## config.mk

```make
export PLATFORM = sky130hd
export DESIGN_NAME = udma_ts_capture
export DESIGN_NICKNAME = d
export VERILOG_FILES = /design/src/rtl/udma_ts_pkg.sv /design/src/rtl/udma_ts_fifo.sv /design/src/rtl/udma_ts_capture.sv
export SDC_FILE = /design/constraint.sdc
export NUM_CORES = 1
export LEC_CHECK = 0
export CAP_MARGIN = 20
export CORE_MARGIN = 3
export CORE_UTILIZATION = 55
export DETAILED_ROUTE_END_ITERATION = 8
export PLACE_DENSITY = 0.88
export SLEW_MARGIN = 20
export SYNTH_ARGS = -nofsm -noshare
export SYNTH_HDL_FRONTEND = slang
export SYNTH_SLANG_ARGS = --single-unit
```

## constraint.sdc

```tcl
create_clock -name clk_i -period 1.99 [get_ports clk_i]
set_clock_uncertainty 0.05 [all_clocks]
set_input_delay 0.398 -clock clk_i [delete_from_list [all_inputs] [get_ports clk_i]]
set_output_delay 0.398 -clock clk_i [all_outputs]
set_load 0.01 [all_outputs]
```

## src/rtl/udma_ts_pkg.sv

```systemverilog
// Shared types and constants for the uDMA timestamp-capture front end.
package udma_ts_pkg;

    localparam int unsigned TS_WIDTH     = 28;
    localparam int unsigned CHID_WIDTH   = 4;
    localparam logic [1:0]  DATASIZE_32B = 2'b10;

    typedef struct packed {
        logic [CHID_WIDTH-1:0] ch_id;
        logic [TS_WIDTH-1:0]   ts;
    } ts_word_t;

endpackage

```

## src/rtl/udma_ts_fifo.sv

```systemverilog
// Synchronous FIFO with registered storage, occupancy count and synchronous flush.
module udma_ts_fifo #(
    parameter int unsigned DEPTH = 4,
    parameter int unsigned WIDTH = 32
) (
    input  logic                       clk_i,
    input  logic                       rst_ni,
    input  logic                       flush_i,
    input  logic                       push_i,
    input  logic [WIDTH-1:0]           data_i,
    input  logic                       pop_i,
    output logic [WIDTH-1:0]           data_o,
    output logic                       full_o,
    output logic                       empty_o,
    output logic [$clog2(DEPTH):0]     level_o
);

    localparam int unsigned AW = $clog2(DEPTH);
    localparam int unsigned LW = AW + 1;

    logic [WIDTH-1:0] mem_q [DEPTH];
    logic [AW-1:0]    wr_ptr_q, wr_ptr_d;
    logic [AW-1:0]    rd_ptr_q, rd_ptr_d;
    logic [LW-1:0]    level_q, level_d;
    logic             do_push_s, do_pop_s;

    assign full_o  = (level_q == LW'(DEPTH));
    assign empty_o = (level_q == '0);
    assign level_o = level_q;
    assign data_o  = mem_q[rd_ptr_q];

    // A push at full is accepted only when a pop frees the slot in the same cycle.
    always_comb begin
        do_pop_s  = pop_i & ~empty_o;
        do_push_s = push_i & (~full_o | do_pop_s);
        wr_ptr_d  = wr_ptr_q;
        rd_ptr_d  = rd_ptr_q;
        level_d   = level_q;
        if (flush_i) begin
            wr_ptr_d = '0;
            rd_ptr_d = '0;
            level_d  = '0;
        end else begin
            if (do_push_s) begin
                wr_ptr_d = wr_ptr_q + AW'(1);
            end else begin
                wr_ptr_d = wr_ptr_q;
            end
            if (do_pop_s) begin
                rd_ptr_d = rd_ptr_q + AW'(1);
            end else begin
                rd_ptr_d = rd_ptr_q;
            end
            level_d = level_q + LW'(do_push_s) - LW'(do_pop_s);
        end
    end

    always_ff @(posedge clk_i or negedge rst_ni) begin
        if (!rst_ni) begin
            wr_ptr_q <= '0;
            rd_ptr_q <= '0;
            level_q  <= '0;
        end else begin
            wr_ptr_q <= wr_ptr_d;
            rd_ptr_q <= rd_ptr_d;
            level_q  <= level_d;
        end
    end

    always_ff @(posedge clk_i or negedge rst_ni) begin
        if (!rst_ni) begin
            for (int i = 0; i < DEPTH; i++) begin
                mem_q[i] <= '0;
            end
        end else if (!flush_i && do_push_s) begin
            mem_q[wr_ptr_q] <= data_i;
        end
    end

endmodule

```

## src/rtl/udma_ts_capture.sv

```systemverilog
// Multi-channel rising-edge timestamp capture feeding the uDMA RX channel.
module udma_ts_capture
    import udma_ts_pkg::*;
#(
    parameter int unsigned NUM_CH     = 4,
    parameter int unsigned FIFO_DEPTH = 4
) (
    input  logic                          clk_i,
    input  logic                          rst_ni,
    input  logic                          cfg_en_i,
    input  logic                          cfg_clr_i,
    input  logic [NUM_CH-1:0]             ch_i,
    output logic [1:0]                    data_rx_datasize_o,
    output logic [31:0]                   data_rx_o,
    output logic                          data_rx_valid_o,
    input  logic                          data_rx_ready_i,
    output logic                          overflow_o,
    output logic [$clog2(FIFO_DEPTH):0]   fifo_level_o
);

    logic [NUM_CH-1:0]   sync1_q, sync2_q, sync3_q;
    logic [TS_WIDTH-1:0] cnt_q, cnt_d;
    logic [NUM_CH-1:0]   pend_q, pend_d;
    logic [TS_WIDTH-1:0] ts_q [NUM_CH];
    logic                ovf_q, ovf_d;

    logic [NUM_CH-1:0]   edge_s, cap_s, grant_s, grant_eff_s, drop_s, load_s;
    logic                found_s, push_s, pop_s;
    logic                fifo_full_s, fifo_empty_s;
    ts_word_t            push_word_s;

    assign data_rx_datasize_o = DATASIZE_32B;
    assign data_rx_valid_o    = ~fifo_empty_s;
    assign overflow_o         = ovf_q;

    assign edge_s = sync2_q & ~sync3_q;
    assign cap_s  = edge_s & {NUM_CH{cfg_en_i & ~cfg_clr_i}};
    assign pop_s  = data_rx_ready_i & ~fifo_empty_s;

    // Synchronizers are deliberately untouched by the soft clear.
    always_ff @(posedge clk_i or negedge rst_ni) begin
        if (!rst_ni) begin
            sync1_q <= '0;
            sync2_q <= '0;
            sync3_q <= '0;
        end else begin
            sync1_q <= ch_i;
            sync2_q <= sync1_q;
            sync3_q <= sync2_q;
        end
    end

    // Fixed priority: lowest pending index wins.
    always_comb begin
        grant_s     = '0;
        push_word_s = '0;
        found_s     = 1'b0;
        for (int i = 0; i < NUM_CH; i++) begin
            if (pend_q[i] && !found_s) begin
                grant_s[i]        = 1'b1;
                push_word_s.ch_id = CHID_WIDTH'(i);
                push_word_s.ts    = ts_q[i];
                found_s           = 1'b1;
            end else begin
                grant_s[i] = 1'b0;
            end
        end
    end

    // A channel granted this cycle frees its slot, so a new capture there is not a drop.
    always_comb begin
        push_s      = found_s & (~fifo_full_s | pop_s) & ~cfg_clr_i;
        grant_eff_s = grant_s & {NUM_CH{push_s}};
        drop_s      = cap_s & pend_q & ~grant_eff_s;
        load_s      = cap_s & ~drop_s;
        if (cfg_clr_i) begin
            cnt_d  = '0;
            pend_d = '0;
            ovf_d  = 1'b0;
        end else begin
            if (cfg_en_i) begin
                cnt_d = cnt_q + TS_WIDTH'(1);
            end else begin
                cnt_d = cnt_q;
            end
            pend_d = (pend_q & ~grant_eff_s) | load_s;
            ovf_d  = ovf_q | (|drop_s);
        end
    end

    always_ff @(posedge clk_i or negedge rst_ni) begin
        if (!rst_ni) begin
            cnt_q  <= '0;
            pend_q <= '0;
            ovf_q  <= 1'b0;
        end else begin
            cnt_q  <= cnt_d;
            pend_q <= pend_d;
            ovf_q  <= ovf_d;
        end
    end

    // Per-channel capture registers hold the stamp until the arbiter pushes it.
    always_ff @(posedge clk_i or negedge rst_ni) begin
        if (!rst_ni) begin
            for (int i = 0; i < NUM_CH; i++) begin
                ts_q[i] <= '0;
            end
        end else begin
            for (int i = 0; i < NUM_CH; i++) begin
                if (load_s[i]) begin
                    ts_q[i] <= cnt_q;
                end
            end
        end
    end

    udma_ts_fifo #(
        .DEPTH (FIFO_DEPTH),
        .WIDTH ($bits(ts_word_t))
    ) u_fifo (
        .clk_i   (clk_i),
        .rst_ni  (rst_ni),
        .flush_i (cfg_clr_i),
        .push_i  (push_s),
        .data_i  (push_word_s),
        .pop_i   (pop_s),
        .data_o  (data_rx_o),
        .full_o  (fifo_full_s),
        .empty_o (fifo_empty_s),
        .level_o (fifo_level_o)
    );

endmodule
```

==> impl_metrics.yaml, run 1 <==
synthesis:
  synth_seq_cells: 284
  ys.flop_type: "dfrtp_1"
  synth_top_area_share_pct: 56.8
  ys_seq_area_share_pct: 56.8
  async_reset_ff_share_pct: 100
  synth-edff-count: 0
  avgSynthCellArea_um2: 14.1
  synth_cell_type_count: 51
  yosys_warnings: 0
  netlist_area_um2: 12500
  synthCells: 885
  synth_top_area_cell: "dfrtp_1"
  yosys-top-cells-area: "dfrtp_1 57%, mux2_2 21%, mux4_2 5.4%, a221oi_1 2.0%, o2bb2ai_1 2.0%"
place:
  post-dp-hpwl_um: 16900
  port_buffers: 43
  pre_cts_ws_ns: -0.609
  dp_cells: 1223
  gp_congestion: 0.833
  dpl-instance-area_um2: 13900
die:
  rows: 54
  die_height_um: 157
  core_area_um2: 22100
  io_pins: 48
  initial_core_util_pct: 56.6
  die-area_um2: 24600
  die_x_um: 157
sta:
  post-route-min-period_ns: 2.39
  hold_viol: 0
  rsz0062_at_grt: "true"
  finalSetupViolCount: 269
  period_share_pct: 120
  max_freq_mhz: 419
  setup_ws_ns: -0.398
  slew_violations: 0
  worst_hold_slack_ns: 0.154
  totalNegativeSetupSlack_ns: -41.09
  relSlewSlack_pct: 60.1
  tightest_slew_ns: 0.594
finish:
  mostFrequentLayoutCells: "279 x dfrtp_1, 203 x mux2_4, 82 x buf_4"
  fin_cells: 1341
  antenna_cells: 0
  drive_gt1_share_pct: 56.6
  fin_area_um2: 17500
  post-route-util_pct: 79.3
  final_common_cell: "dfrtp_1"
  areaGrowthSynthToFinish_pct: 40.1
  finalNetCount: 1061
route:
  viasPerCell: 7.28
  detail_route.iter0.violations: 1062
  avgRoutedWirePerCell_um: 36.0
  dr_total_vias: 9768
  firstDrtPassIters: 5
  ant_nets: 0
  drc: 0
  finalWirelength_um: 48300
pwr:
  power.density_nw_per_um2: 841
  leakagePower_nw: 8.26
  ir_drop_mv: 0.728
  power_mw: 14.7
cts:
  clockRootBuffer: "clkbuf_16"
  clk_pin_slew_ns: 0.07
  insertion_delay_ns: 0.55
  tritoncts: "built"
  clk_path_buf_depth: 3
  htreeDepth: 1
  cts_buffers: 29
  cts_sinks: 284
hold_path:
  hp-class: "input port to flip-flop"
  hold_depth: 2
status:
  status: "complete, but fails checks"
  violations: "negative setup slack"
global_route:
  grt_pass1_vias: 9660
  grt_use_met2_pct: 51.0
  grt_util_met3_pct: 5.64
  overflow: 0
  antenna_found_initial: 0
  grt_first_pass_wirelength_um: 56600
  grt_max_degree: 56
  top_usage_layer: "met2"
  gr-usage-met1_pct: 37.1
  grtUsageTotal_pct: 29.9
worst_setup_path:
  endpoint_kind: "output port"
  required_ns: 1.54
  reg2reg_depth: 4
  crit_path_start_kind: "flip-flop"
  path_class: "flip-flop to output port"
  critPathMaxFanout: 5
  arrival_ns: 1.94
run:
  max_cap_violations: 0
-- Yosys cell counts (7+ instances only) --
master and count:
or3_1 10, xor2_1 9, mux4_2 30, a221oi_1 28
buf_2 26, clkbuf_1 29, o2bb2ai_1 28, dfrtp_1 284
or4_1 13, o31ai_1 13, inv_1 13, mux2_2 232
a21oi_1 17, nand2_1 13, buf_1 9, ha_1 7
nor2_1 46, o21ai_0 7
-- where the power goes --
group / internal (mW) / switching, mW
registers: 6.05 / 0.237
logic: 1.66 / 1.42
clock network: 3.00 / 2.39
-- worst max-delay path: stages, from the launching register on --
cell and delay, ns:
dfrtp_2 0.41, buf_8 0.16, buf_12 0.15, mux4_2 0.52, buf_6 0.14
-- layer usage --
layer	up-vias	routed length, um
met5	-	0
li1	3590	-
met1	4955	16100
met3	385	4820
met2	838	22300
met4	0	4990
-- state kept, by name, indices dropped and copies added (netlist names), 3 cells and up --
| signal | cells |
|---|---|
| u_fifo.mem_q | 120 |
| ts_q | 112 |
| cnt_q | 28 |
| pend_q | 4 |
| sync1_q | 4 |
| sync2_q | 4 |
| sync3_q | 4 |
| u_fifo.level_o | 3 |
-- repair_timing --
| item | 4_1_cts | 5_1_grt |
|---|---|---|
| pin swaps | 16 | 23 |
| hold buffers | 1 | 0 |
| setup endpoints to repair | 200 | 283 |
| gates cloned | 12 | 16 |
| resized for setup | 273 | 266 |
| hold endpoints to repair | 46 | 0 |
| setup buffers | 31 | 17 |
-- cell families (layout without fill, tap and decap cells) --
| kind of cell | count (synthesis) | after routing | synth area share [%] |
|---|---|---|---|
| flip-flops | 284 | 284 | 56.8 |
| multiplexers | 263 | 263 | 26.4 |
| AND/OR/NAND/NOR | 122 | 124 | 5.29 |
| AO/OA/AOI/OAI | 106 | 106 | 6.54 |
| buffers and inverters | 85 | 257 | 3.04 |
| XOR/XNOR | 15 | 15 | 1.05 |
| adder cells (fa/ha/maj) | 8 | 8 | 0.860 |
| other | 2 | 4 | 0.0600 |
-- area by class of cell --
class                      count  area [um^2]
clock inverter                 3         21.3
clock buffer                  45          876
timing repair buffer         196         2440
sequential                   284         7110
tap                          280          350
multi-input combinational    520         6670
fill                         997         4570
inverter                      13         51.3
-- path summary, 6_finish.rpt --
| path | slack [ns] | from | endpoint |
|---|---|---|---|
| max | -0.40 | u_fifo.rd_ptr_q[0] | data_rx_o[21] |
| min | 0.15 | cfg_clr_i | overflow_o |
| max reg2reg | -0.27 | cnt_q[3] | cnt_q[23] |
| min reg2reg | 0.29 | sync1_q[0] | sync2_q[0] |
| max in group asynchronous | 0.86 | rst_ni | u_fifo.mem_q[87] |
| min in group asynchronous | 0.33 | rst_ni | u_fifo.mem_q[101] |
No activity file was read; power rests on OpenSTA's default activity.
==> run 2: changes to the inputs <==
--- a/config.mk
+++ b/config.mk
@@ -5,11 +5,12 @@
 export SDC_FILE = /design/constraint.sdc
 export NUM_CORES = 1
 export LEC_CHECK = 0
+export ABC_CLOCK_PERIOD_IN_PS = 1990
 export CAP_MARGIN = 20
 export CORE_MARGIN = 3
-export CORE_UTILIZATION = 55
+export CORE_UTILIZATION = 40
 export DETAILED_ROUTE_END_ITERATION = 8
-export PLACE_DENSITY = 0.88
+export PLACE_DENSITY = 0.7
 export SLEW_MARGIN = 20
 export SYNTH_ARGS = -nofsm -noshare
 export SYNTH_HDL_FRONTEND = slang
==> run 2 against run 1 <==
Effect of this change:
- the flow still finishes with violations (negative setup slack)
- cell count grew 7.8%
- non-clock buffer count decreased by 15
- routed wire length fell by 30%
- clock power rose by 14%
- first-iteration DRC count fell by 35%
- cell area down 2.1%
- sequential cell count did not move
- worst setup slack got worse by 0.088 ns
- total power rose by 4.1%
- via count decreased by 16%
- register-to-register slack better by 0.02 ns
- hold slack gained 0.073 ns
- critical endpoint is now data_rx_o[1]
- largest cell class unchanged
==> impl_metrics.yaml, run 2 (same netlist as run 1, synthesis figures left out) <==
status:
  status: "complete, but fails checks"
  violations: "negative setup slack"
global_route:
  antenna_found_initial: 0
  overflow: 0
  grt_first_pass_wirelength_um: 46600
  grt_pass1_vias: 8320
  grtUsageTotal_pct: 17.2
  grt_max_degree: 68
worst_setup_path:
  crit_chain: "buf_12 -> buf_16 -> buf_12 -> mux4_2 -> buf_6"
  critPathMaxFanout: 7
  cp_slowest_cell: "mux4_2"
  crit_path_start_kind: "flip-flop"
  arrival_ns: 2.03
  required_ns: 1.54
  cpPeakStageDelay_ns: 0.50
  reg2reg_depth: 8
  endpoint_kind: "output port"
  cp_common_cell: "buf_12"
  path_class: "flip-flop to output port"
run:
  max_cap_violations: 0
finish:
  largest_register: "u_fifo.mem_q"
  n_fill_cell: 2371
  top_regs: "u_fifo.mem_q: 120 flops, ts_q: 112 flops, cnt_q: 28 flops"
  finalNetCount: 1045
  register_area_um2: 7110
  final_common_cell: "dfrtp_1"
  largest_register_ffs: 120
  fin_cells: 1446
  areaGrowthSynthToFinish_pct: 37.2
  mostFrequentLayoutCells: "281 x dfrtp_1, 205 x mux2_4, 71 x buf_4"
  antenna_cells: 0
  drive_gt1_share_pct: 53.8
  multiInputGateArea_um2: 6190
  fin_area_um2: 17200
sta:
  slew_violations: 0
  max_freq_mhz: 404
  setup_ws_ns: -0.486
  rsz0062_at_grt: "true"
  finalSetupViolCount: 272
  relSlewSlack_pct: 62.4
  tightest_slew_ns: 0.560
  post-route-min-period_ns: 2.48
  hold_viol: 0
  period_share_pct: 124
route:
  wl_met2_um: 15700
  avgRoutedWirePerCell_um: 23.3
  wl_met3_um: 1870
  ant_nets: 0
  drc: 0
  finalWirelength_um: 33700
  detail_route.iter0.violations: 689
  m1WireLength_um: 15200
  top_layer_used: "met4"
  firstDrtPassIters: 7
  viasPerCell: 5.65
  dr_total_vias: 8177
die:
  core_area_um2: 30700
  die_x_um: 183
  die-area_um2: 33400
  die_height_um: 183
  io_pins: 48
  initial_core_util_pct: 40.7
  rows: 64
cts:
  tritoncts: "built"
  clk_pin_slew_ns: 0.06
  htreeDepth: 1
  cts_sinks: 284
  insertion_delay_ns: 0.56
  clockRootBuffer: "clkbuf_16"
  cts_buffers: 29
  clk_path_buf_depth: 3
hold_path:
  hold_depth: 1
  hp-class: "input port to flip-flop"
pwr:
  power_mw: 15.4
  ir_drop_mv: 0.688
  leakagePower_nw: 8.11
  power.density_nw_per_um2: 895
place:
  dpl-instance-area_um2: 14000
  post-dp-hpwl_um: 16700
  gp_congestion: 0.800
  port_buffers: 43
  dp_cells: 1338
[run 2: cell types whose count changed in the layout (fill, tap and decap cells not counted), moves of 10 or more]
cell	before	now
o2bb2ai_4	14	0
a221oi_1	2	17
buf_4	82	71
o2bb2ai_1	0	19
a221oi_2	21	11
[run 2: where the power goes]
part	switching, mW	leakage (nW)	total [mW]	internal [mW]
Combinational	1.26	3.65	3.00	1.74
Clock	2.30	0.543	6.11	3.81
Sequential	0.189	3.91	6.24	6.05
[run 2: final timing paths]
kind                                     from  slack (ns)           end
setup / recovery           u_fifo.rd_ptr_q[0]       -0.49  data_rx_o[1]
hold / removal                        ch_i[2]        0.23    sync1_q[2]
setup reg to reg            u_fifo.level_o[0]       -0.25      ts_q[12]
hold reg to reg                    sync1_q[2]        0.30    sync2_q[2]
max in group asynchronous              rst_ni        0.94      ts_q[20]
min in group asynchronous              rst_ni        0.27      cnt_q[4]
[run 2: metrics by stage]
| stage | setup slack [ns] | hold WS (ns) | TNS (ns) | util [%] |
|---|---|---|---|---|
| global route | -0.524 | 0.223 | -59.07 | 55.8 |
| floorplan | -0.0393 | 0.0524 | -0.0697 | - |
| CTS | -0.594 | 0.208 | -18.93 | 51.5 |
| global placement | -0.580 | 0.238 | -90.94 | 45.6 |
| finish | -0.486 | 0.228 | -38.26 | 55.8 |
| detailed placement | -0.559 | 0.246 | -99.53 | 45.6 |
[run 2: cell type report]
| type | count | area share (%) |
|---|---|---|
| well taps | 396 | 2.89 |
| flip-flops and latches | 284 | 41.4 |
| inverters | 13 | 0.284 |
| repair buffers | 181 | 13.0 |
| multi-input cells | 519 | 36.1 |
| clock buffers | 40 | 5.05 |
| clock inverters | 13 | 1.30 |
[run 2: what timing repair did]
item                       CTS  global route
pin swaps                   10            29
cloned                       8            13
hold buffers                 1             0
resized for setup          236           258
setup buffers               28            14
setup endpoints to repair   82           278
hold endpoints to repair    30             0
[run 2: layer usage]
| metal | vias to the layer above | global-route usage (%) |
|---|---|---|
| li1 | 3556 | - |
| met1 | 4332 | 24.8 |
| met2 | 232 | 27.2 |
| met3 | 57 | 3.29 |
| met4 | 0 | 4.36 |
| met5 | - | 0 |
[run 2: critical path, delay by kind of cell, from the launching register on]
kind | cells | cell delay [ns]
buf+inv | 4 | 0.54
mux | 1 | 0.50
flops | 1 | 0.41
